### config.mk
export PLATFORM = sky130hd
export DESIGN_NAME = hash_gen_mc
export DESIGN_NICKNAME = d
export VERILOG_FILES = /design/src/rtl/hash_gen_pkg.sv /design/src/rtl/hash_gen_mc_fifo.sv /design/src/rtl/hash_gen_mc.sv
export SDC_FILE = /design/constraint.sdc
export NUM_CORES = 2
export LEC_CHECK = 0
export CORE_MARGIN = 2
export CORE_UTILIZATION = 60
export DETAILED_ROUTE_END_ITERATION = 10
export PLACE_DENSITY = 0.91
export SLEW_MARGIN = 0
export SYNTH_ARGS = -nofsm -noshare
export SYNTH_HDL_FRONTEND = slang
export SYNTH_SLANG_ARGS = --single-unit
### constraint.sdc
create_clock -name clk -period 5.9 [get_ports clk]
set_input_delay 0.59 -clock clk [delete_from_list [all_inputs] [get_ports clk]]
set_output_delay 0.59 -clock clk [all_outputs]
set_load 0.02 [all_outputs]
### src/rtl/hash_gen_pkg.sv
`default_nettype none
// ============================================================================
// Module : hash_gen_pkg
// Brief  : Shared constants, result record and rotate helper for the
//          multi-channel chained block hasher.
// Rev    : 1.0 - initial release
// ============================================================================
package hash_gen_pkg;

  // Control flags carried inside every input word
  localparam int BIT_BLOCK_START = 9;
  localparam int BIT_BLOCK_END   = 8;

  // Default geometry used by the packed result record
  localparam int HG_DATA_W = 128;
  localparam int HG_CH_W   = 2;

  typedef struct packed {
    logic [HG_CH_W-1:0]   ch;
    logic [HG_DATA_W-1:0] hash;
  } hash_res_t;

  // Left-rotate a default-width word by n bit positions (n wraps modulo width)
  function automatic logic [HG_DATA_W-1:0] rotl(input logic [HG_DATA_W-1:0] h,
                                                input int unsigned n);
    logic [2*HG_DATA_W-1:0] d;
    d = {h, h} << (n % HG_DATA_W);
    return d[2*HG_DATA_W-1 -: HG_DATA_W];
  endfunction

endpackage
`default_nettype wire

### src/rtl/hash_gen_mc_fifo.sv
`default_nettype none
// ============================================================================
// Module : hash_res_fifo
// Brief  : Show-ahead synchronous FIFO holding finished hash results; the
//          head entry is visible on o_dout whenever the FIFO is non-empty.
// Rev    : 1.0 - initial release
// ============================================================================
module hash_res_fifo #(
  parameter  int WIDTH = 8,
  parameter  int DEPTH = 2,
  localparam int CNT_W = $clog2(DEPTH + 1),
  localparam int PTR_W = (DEPTH > 1) ? $clog2(DEPTH) : 1
) (
  input  logic             clk,
  input  logic             rst_n,
  input  logic             i_push,
  input  logic [WIDTH-1:0] i_din,
  input  logic             i_pop,
  output logic [WIDTH-1:0] o_dout,
  output logic [CNT_W-1:0] o_count,
  output logic             o_full,
  output logic             o_empty
);

  logic [WIDTH-1:0] r_mem [DEPTH];
  logic [PTR_W-1:0] r_wr_ptr;
  logic [PTR_W-1:0] r_rd_ptr;
  logic [CNT_W-1:0] r_count;
  logic             w_push;
  logic             w_pop;

  assign o_full  = (r_count == CNT_W'(DEPTH));
  assign o_empty = (r_count == '0);
  assign w_push  = i_push & ~o_full;
  assign w_pop   = i_pop & ~o_empty;
  assign o_dout  = r_mem[r_rd_ptr];
  assign o_count = r_count;

  // Storage: cleared on reset so the head reads zero while empty
  always_ff @(posedge clk or negedge rst_n) begin
    if (!rst_n) begin
      for (int i = 0; i < DEPTH; i++) r_mem[i] <= '0;
    end else if (w_push) begin
      r_mem[r_wr_ptr] <= i_din;
    end
  end

  // Pointers wrap at DEPTH so non-power-of-two depths work
  always_ff @(posedge clk or negedge rst_n) begin
    if (!rst_n) begin
      r_wr_ptr <= '0;
      r_rd_ptr <= '0;
    end else begin
      if (w_push) r_wr_ptr <= (r_wr_ptr == PTR_W'(DEPTH - 1)) ? '0 : r_wr_ptr + 1'b1;
      if (w_pop)  r_rd_ptr <= (r_rd_ptr == PTR_W'(DEPTH - 1)) ? '0 : r_rd_ptr + 1'b1;
    end
  end

  // Occupancy: simultaneous push and pop leave the count unchanged
  always_ff @(posedge clk or negedge rst_n) begin
    if (!rst_n) begin
      r_count <= '0;
    end else begin
      case ({w_push, w_pop})
        2'b10:   r_count <= r_count + 1'b1;
        2'b01:   r_count <= r_count - 1'b1;
        default: r_count <= r_count;
      endcase
    end
  end

endmodule
`default_nettype wire

### src/rtl/hash_gen_mc.sv
`default_nettype none
// ============================================================================
// Module : hash_gen_mc
// Brief  : Multi-channel chained block hasher. Each channel folds its words
//          as h = d ^ rotl(h, ROT); an END word queues {ch, hash} into an
//          output FIFO, whose fullness back-pressures the input.
// Rev    : 1.0 - initial release
// ============================================================================
module hash_gen_mc
  import hash_gen_pkg::*;
#(
  parameter  int DATA_W    = 128,
  parameter  int NUM_CH    = 4,
  parameter  int ROT       = 1,
  parameter  int OUT_DEPTH = 2,
  localparam int CH_W      = (NUM_CH > 1) ? $clog2(NUM_CH) : 1
) (
  input  logic              clk,
  input  logic              rst_n,
  input  logic [DATA_W-1:0] data_i,
  input  logic [CH_W-1:0]   ch_i,
  input  logic              valid_i,
  output logic              ready_o,
  output logic [DATA_W-1:0] data_o,
  output logic [CH_W-1:0]   ch_o,
  output logic              valid_o,
  input  logic              ready_i,
  output logic              err_o
);

  localparam int CNT_W = $clog2(OUT_DEPTH + 1);

  logic [DATA_W-1:0]   r_hash [NUM_CH];
  logic [NUM_CH-1:0]   r_open;
  logic                r_err;

  logic                w_start;
  logic                w_end;
  logic                w_xfer;
  logic                w_orphan;
  logic [DATA_W-1:0]   w_prev;
  logic [2*DATA_W-1:0] w_dbl;
  logic [DATA_W-1:0]   w_rot;
  logic [DATA_W-1:0]   w_nh;
  logic [CNT_W-1:0]    w_count;
  logic                w_empty;
  logic                w_unused_full;

  assign w_start  = data_i[BIT_BLOCK_START];
  assign w_end    = data_i[BIT_BLOCK_END];
  // ready_o depends only on FIFO occupancy registers, never on ready_i
  assign ready_o  = (w_count < CNT_W'(OUT_DEPTH));
  assign w_xfer   = valid_i & ready_o;
  // A continuation word on a closed channel is flagged and restarts the hash
  assign w_orphan = ~w_start & ~r_open[ch_i];

  // Rotate-left via a doubled word: the upper DATA_W bits after shifting by ROT
  assign w_prev = r_hash[ch_i];
  assign w_dbl  = {w_prev, w_prev};
  assign w_rot  = w_dbl[2*DATA_W-1-ROT -: DATA_W];
  assign w_nh   = (w_start | w_orphan) ? data_i : (data_i ^ w_rot);

  assign valid_o = ~w_empty;
  assign err_o   = r_err;

  // Per-channel chaining state; only the addressed channel changes on a transfer
  always_ff @(posedge clk or negedge rst_n) begin
    if (!rst_n) begin
      for (int c = 0; c < NUM_CH; c++) r_hash[c] <= '0;
      r_open <= '0;
    end else if (w_xfer) begin
      for (int c = 0; c < NUM_CH; c++) begin
        if (ch_i == CH_W'(c)) begin
          r_hash[c] <= w_nh;
          r_open[c] <= ~w_end;
        end
      end
    end
  end

  // One-cycle error pulse for an orphan continuation word
  always_ff @(posedge clk or negedge rst_n) begin
    if (!rst_n) r_err <= 1'b0;
    else        r_err <= w_xfer & w_orphan;
  end

  hash_res_fifo #(
    .WIDTH (CH_W + DATA_W),
    .DEPTH (OUT_DEPTH)
  ) u_fifo (
    .clk     (clk),
    .rst_n   (rst_n),
    .i_push  (w_xfer & w_end),
    .i_din   ({ch_i, w_nh}),
    .i_pop   (ready_i),
    .o_dout  ({ch_o, data_o}),
    .o_count (w_count),
    .o_full  (w_unused_full),
    .o_empty (w_empty)
  );

endmodule
`default_nettype wire

* After elaboration in Yosys (flattened, before gate mapping)
Cells that the tools add are included.
** Word-level totals
- Flip-flop bits (word level) :: 781
** Cells by class
- Add/subtract/negate cells :: 4
- Order comparisons :: 6
- Equality and inequality tests :: 6
- Multiplexer cells :: 15
- Bitwise logic cells :: 16
- Reductions and logical operators :: 8
** Operators by type and width (count)
- 2-to-1 mux 130 bit :: 4
- 2-to-1 mux 128 bit :: 3
- bitwise mux 260 bit :: 1
- binary-select mux 128 bit (select 2 bit) :: 1
- demux 130 bit (select 1 bit) :: 1
- XOR 128 bit :: 1
- == test 2 bit (second input constant) :: 4
- AND reduction 2 bit :: 4
- bitwise AND 1 bit :: 6
- NOT 1 bit :: 5
- == test 2 x 1 -> 1 bit (second input constant) :: 2
- greater-or-equal comparator 2 bit (second input constant) :: 2
- zero test 2 bit :: 2
- NOT 1 -> 2 bit :: 2
- one-hot mux 2 bit (2 select lines) :: 1
- greater-or-equal comparator 3 bit (second input constant) :: 1
- less-than comparator 2 x 3 -> 1 bit (second input constant) :: 1
- 2-to-1 mux 1 bit :: 3
- NOT 2 -> 3 bit :: 1
- adder 1 bit (second input constant) :: 2
- adder 2 x 1 -> 2 bit (second input constant) :: 1
- binary-select mux 1 bit (select 2 bit) :: 1
- less-than comparator 2 x 1 -> 1 bit (second input constant) :: 1
- less-than comparator 2 bit (second input constant) :: 1
- 4 further kinds :: 4

* Logic depth before layout (Yosys ltp)
- Depth after elaboration :: 7
- Mapped depth :: 10

* Cells and area by module
From an unflattened synthesis, not the netlist that was laid out.
** Unflattened totals
- Cells, all modules :: 3239
- Area total of the unflattened synthesis :: 36820.3 µm²
** By module, submodules not included
- hash_gen_mc :: instances 1, cells an instance 2527, area each 25408.1 µm², sequential area each 12937.4 µm²
- hash_res_fifo :: instances 1, cells an instance 712, area each 11412.2 µm², sequential area each 6606.3 µm²

* Least setup slack after synthesis
Ideal clock, no wire load.
- Kind :: in2reg
- From :: in ch_i[0]
- To :: reg r_hash[439] in the netlist's numbering
- Library setup time :: 0.082 ns
- Arrival :: 2.170 ns
- Required time :: 5.818 ns
- Slack :: 3.648 ns
- Stages on the path :: 7
- Buffers on the path :: 4
- Cells stage by stage :: buf_2 buf_4 clkbuf_1 mux2_2 or3_1 clkbuf_1 a31oi_1
** Between the ends
- Word-level cells in the longest chain between the ends :: 6
- Elaborated cells on any way between the ends :: 13
- Those cells by class :: 6 x mux; 5 x bitwise; 2 x reduce/logical
** Ends and longest elaborated chain
- start: declaration :: line hash_gen_mc.sv:21 : input logic [CH_W-1:0] ch_i,
- NOT 2 -> 3 bit (not written as such) or binary-select mux 1 bit (select 2 bit) (tied branches) :: line hash_gen_mc.sv:58, hash_gen_mc.sv:55
- binary-select mux 128 bit (select 2 bit) or 2-to-1 mux 1 bit (tied branches) :: line hash_gen_mc.sv:58, hash_gen_mc.sv:55
- 2-to-1 mux 128 bit (not written as such) or NOT 1 bit (tied branches) :: line hash_gen_mc.sv:58, hash_gen_mc.sv:55
- 2-to-1 mux 128 bit (not written as such) or bitwise AND 1 bit (tied branches) :: line hash_gen_mc.sv:58, hash_gen_mc.sv:55
- XOR 128 bit or bitwise OR 1 bit (tied branches) :: line hash_gen_mc.sv:61 : assign w_nh = (w_start | w_orphan) ? data_i : (data_i ^ w_rot);
- 2-to-1 mux 128 bit :: line hash_gen_mc.sv:61
- end signal: indexed assignment :: line hash_gen_mc.sv:74 : r_hash[c] <= w_nh;
- end: declaration :: line hash_gen_mc.sv:33 : logic [DATA_W-1:0] r_hash [NUM_CH];
Parallel ways exist; a longest one is shown, timed or not. The select of a mux whose other input is x is not followed.
A chain may end at the register's enable or synchronous reset.

* Final worst setup path
- From :: reg u_fifo.r_rd_ptr
- To :: out data_o[5]
** Between the ends
- Word-level cells in the longest chain between the ends :: 4
** Ends and longest elaborated chain
- start: declaration :: line hash_gen_mc_fifo.sv:27 : logic [PTR_W-1:0] r_rd_ptr;
- start signal: assignment :: line hash_gen_mc_fifo.sv:55 : if (w_pop) r_rd_ptr <= (r_rd_ptr == PTR_W'(DEPTH - 1)) ? '0 : r_rd_ptr + 1'b1;
- NOT 1 -> 2 bit (not written as such) :: line hash_gen_mc_fifo.sv:36 : assign o_dout = r_mem[r_rd_ptr];
- 2-to-1 mux 130 bit (not written as such) (3 in a row) :: line hash_gen_mc_fifo.sv:36
- end: declaration :: line hash_gen_mc.sv:24 : output logic [DATA_W-1:0] data_o,
No other way between the ends. The select of a mux whose other input is x is not followed.

==> impl_metrics.csv <==
group,metric,value,unit
hold_path,hold_path_class,"in -> async",
route,num_vias,28700,
floorplan,die_area,62500,um^2
synthesis,synth_top_area_cell,"dfrtp_1",
synthesis,synth_top_area_share,53.9,%
synthesis,synthCells,3531,
synthesis,yosysWarnings,0,
cts,cts_tree,"built",
place,place_congestion,0.811,
layout,drive_gt1_share,12.1,%
cts,clock_path_buffers,3,
global_route,gr-total-overflow,0,
cts,clk_root_buffer_cell,"clkbuf_16",
synthesis,ys_top_cells_by_area,"dfrtp_1 (54%), a31oi_1 (13%), mux2_2 (8.0%)",
synthesis,synth_seq_cells,781,
critical_path,cp_top_family,"buffers and inverters",
cts,holdBufCountCts,0,
timing,rsz0062_at_grt,"no",
route,wirelength,92400,um
route,drc,0,
floorplan,die_w,250,um
synthesis,ys.flop_type,"dfrtp_1",
timing,hold_violations,0,
critical_path,critical_path_class,"reg -> out",
global_route,grt_max_degree,179,
cts,insertion_delay,0.63,ns
power_and_ir_drop,vdd_drop_max,398,uV
synthesis,syn_avg_cell_area,10.3,um^2
critical_path,cp_num_buf_inv,2,
critical_path,critPathMaxStageDelay,0.96,ns
timing,slew_violations,0,
power_and_ir_drop,p_leak,0.0168,uW
critical_path,crit_path_end_kind,"output port",
floorplan,fp-row-count,90,
critical_path,cp.arrival,3.16,ns
critical_path,cp_cell_sequence,"buf_12 > mux2_2 > clkdlybuf4s50_1",
synthesis,async_flop_share,100,%
floorplan,die_h,250,um
global_route,grt_pass1_wl,148000,um
timing,worst_pin_slew,1.31,ns
timing,finalClockSkew,0.0277,ns
synthesis,synth.yosys.seq_area_share,53.9,%
timing,slew_headroom,12.1,%
layout,syn2layout_area_growth,14.2,%
cts,cts_inserted_buffers,80,
critical_path,start_kind,"flip-flop",
synthesis,synth_edf_count,0,
cts,clk_pin_slew_worst_paths,0.06,ns
global_route,grt_pass1_vias,28400,
critical_path,critPathSlowestCell,"dfrtp_4",
cts,htreeDepth,3,
route,first_pass_iters,8,
power_and_ir_drop,p_per_area,582,nW/um^2
timing,finalCritPeriodShare,63.5,%
floorplan,core,60000,um^2
route,initialDrtViolationCount,2869,
run,cap_violations,0,
cts,cts.sinks,781,
timing,max_freq,267,MHz
cts,cts_repair_resize_count,0,
timing,fin_ws,2.15,ns
layout,fill_cells,4026,
place,io_buffers,266,
floorplan,start_util,60.5,%
route,viasPerCell,6.56,
route,antenna_left,0,
place,place_ws,1.98,ns
critical_path,critPathRequiredTime,5.31,ns
route,wl_per_cell,21.1,um
status,status,"completed",
synthesis,syn-cell-area,36300,um^2
timing,finalSetupViolations,0,
synthesis,syn-num-nets,3666,
global_route,antenna_found_initial,8,
cts,cts_setup_buffers,0,
synthesis,synth_cell_type_count,39,
floorplan,io_pins,267,
critical_path,path_max_fanout,65,
place,dpl.hpwl,51700,um
timing,fin_setup_tns,0,ns
timing,final.min_clock_period,3.75,ns
layout,nNetsFinal,3662,
global_route,grtUsageTotal,29.1,%
metal layers:
metal | GRT usage, % | share of wire (%) | wire length (um) | vias up
met5 | 0 | 0.087 | 80 | -
met4 | 10.7 | 2.6 | 2440 | 12
met3 | 5.72 | 8.7 | 8000 | 221
met2 | 48.2 | 49 | 45300 | 1412
met1 | 38.4 | 40 | 36600 | 14300
li1 | - | - | - | 12800
final timing paths:
path | start | end | slack (ns) | cells past startpoint
hold / removal | rst_n | r_hash[26] | 0.06 | 1
setup reg to reg | r_open[3] | r_hash[420] | 2.86 | 5
setup / recovery | u_fifo.r_rd_ptr | data_o[5] | 2.15 | 3
max in group asynchronous | rst_n | u_fifo.r_mem[240] | 4.34 | 2
hold reg to reg | u_fifo.r_mem[258] | u_fifo.r_mem[258] | 0.47 | 2
min in group clk | ch_i[0] | u_fifo.r_mem[258] | 0.28 | 3
cells in the mapped netlist (all sizes together) (2+ instances only):
| cell | instances |
|---|---|
| a21o | 4 |
| a31oi | 756 |
| and4bb | 2 |
| buf | 87 |
| clkbuf | 299 |
| dfrtp | 781 |
| inv | 2 |
| mux2 | 257 |
| mux2i | 258 |
| nand2 | 26 |
| nand3 | 8 |
| nand4 | 2 |
| nand4bb | 2 |
| nor2 | 764 |
| nor4b | 2 |
| o211ai | 4 |
| o21ai | 134 |
| or2 | 2 |
| or3 | 126 |
| xnor2 | 3 |
placed cells by master (no fill, tap or decap), types with 3 or more instances in the layout:
| cell type | n |
|---|---|
| a31oi_1 | 756 |
| xnor2_1 | 3 |
| buf_12 | 16 |
| o211ai_1 | 4 |
| o21ai_0 | 129 |
| bufinv_16 | 7 |
| mux2i_1 | 258 |
| a21o_1 | 4 |
| clkbuf_16 | 84 |
| nand2_1 | 26 |
| clkdlybuf4s50_1 | 263 |
| buf_4 | 18 |
| o21ai_1 | 5 |
| or3_1 | 126 |
| diode_2 | 4 |
| nand3_1 | 8 |
| mux2_2 | 257 |
| nor2_1 | 762 |
| clkinv_2 | 16 |
| clkbuf_1 | 17 |
| clkbuf_8 | 18 |
| dfrtp_1 | 780 |
through the flow:
stage	std cells	total power, uW	area [um^2]	util [%]	hold WS (ns)
after floorplan	3531	15400	36300	-	0.294
after global placement	4227	18100	38700	64.4	0.456
after detailed placement	4227	18600	38700	64.4	0.461
after global routing	4374	25500	41400	69.0	0.121
after CTS	4373	24100	41400	69.0	0.0809
final	4377	24100	41400	69.0	0.0632
cell type report:
type                            instances  area (um^2)  share of cell area, %
Antenna cell                            4         10.0                 0.0242
Clock buffer                          119         2410                   5.83
Clock inverter                         27          333                  0.803
Inverter                                2         7.51                 0.0181
Multi-Input combinational cell       2362        15000                   36.2
Sequential cell                       781        19500                   47.2
Tap cell                              782          978                   2.36
Timing Repair Buffer                  300         3130                   7.55
report_power, final:
| group | total [uW] | internal, uW | switching (uW) |
|---|---|---|---|
| Sequential | 9590 | 8040 | 1550 |
| Clock | 5260 | 3140 | 2120 |
| Combinational | 9260 | 4320 | 4940 |
| Total | 24100 | 15500 | 8610 |
cells by family after synthesis:
family          Yosys count  share of synthesized area, %
fa+ha+maj                 1                        0.0345
xor+xnor                  4                        0.0966
buf+inv                 388                          4.89
flops                   781                          53.9
compound gates          901                          15.1
simple gates            940                          10.9
mux                     516                          15.2
registers in the layout, summed over array words and instances (netlist names):
name,flops
u_fifo.r_wr_ptr,1
u_fifo.o_count,2
u_fifo.r_rd_ptr,1
u_fifo.r_mem,260
r_open,4
err_o,1
r_hash,512
Power figures use the tool's default switching activity.
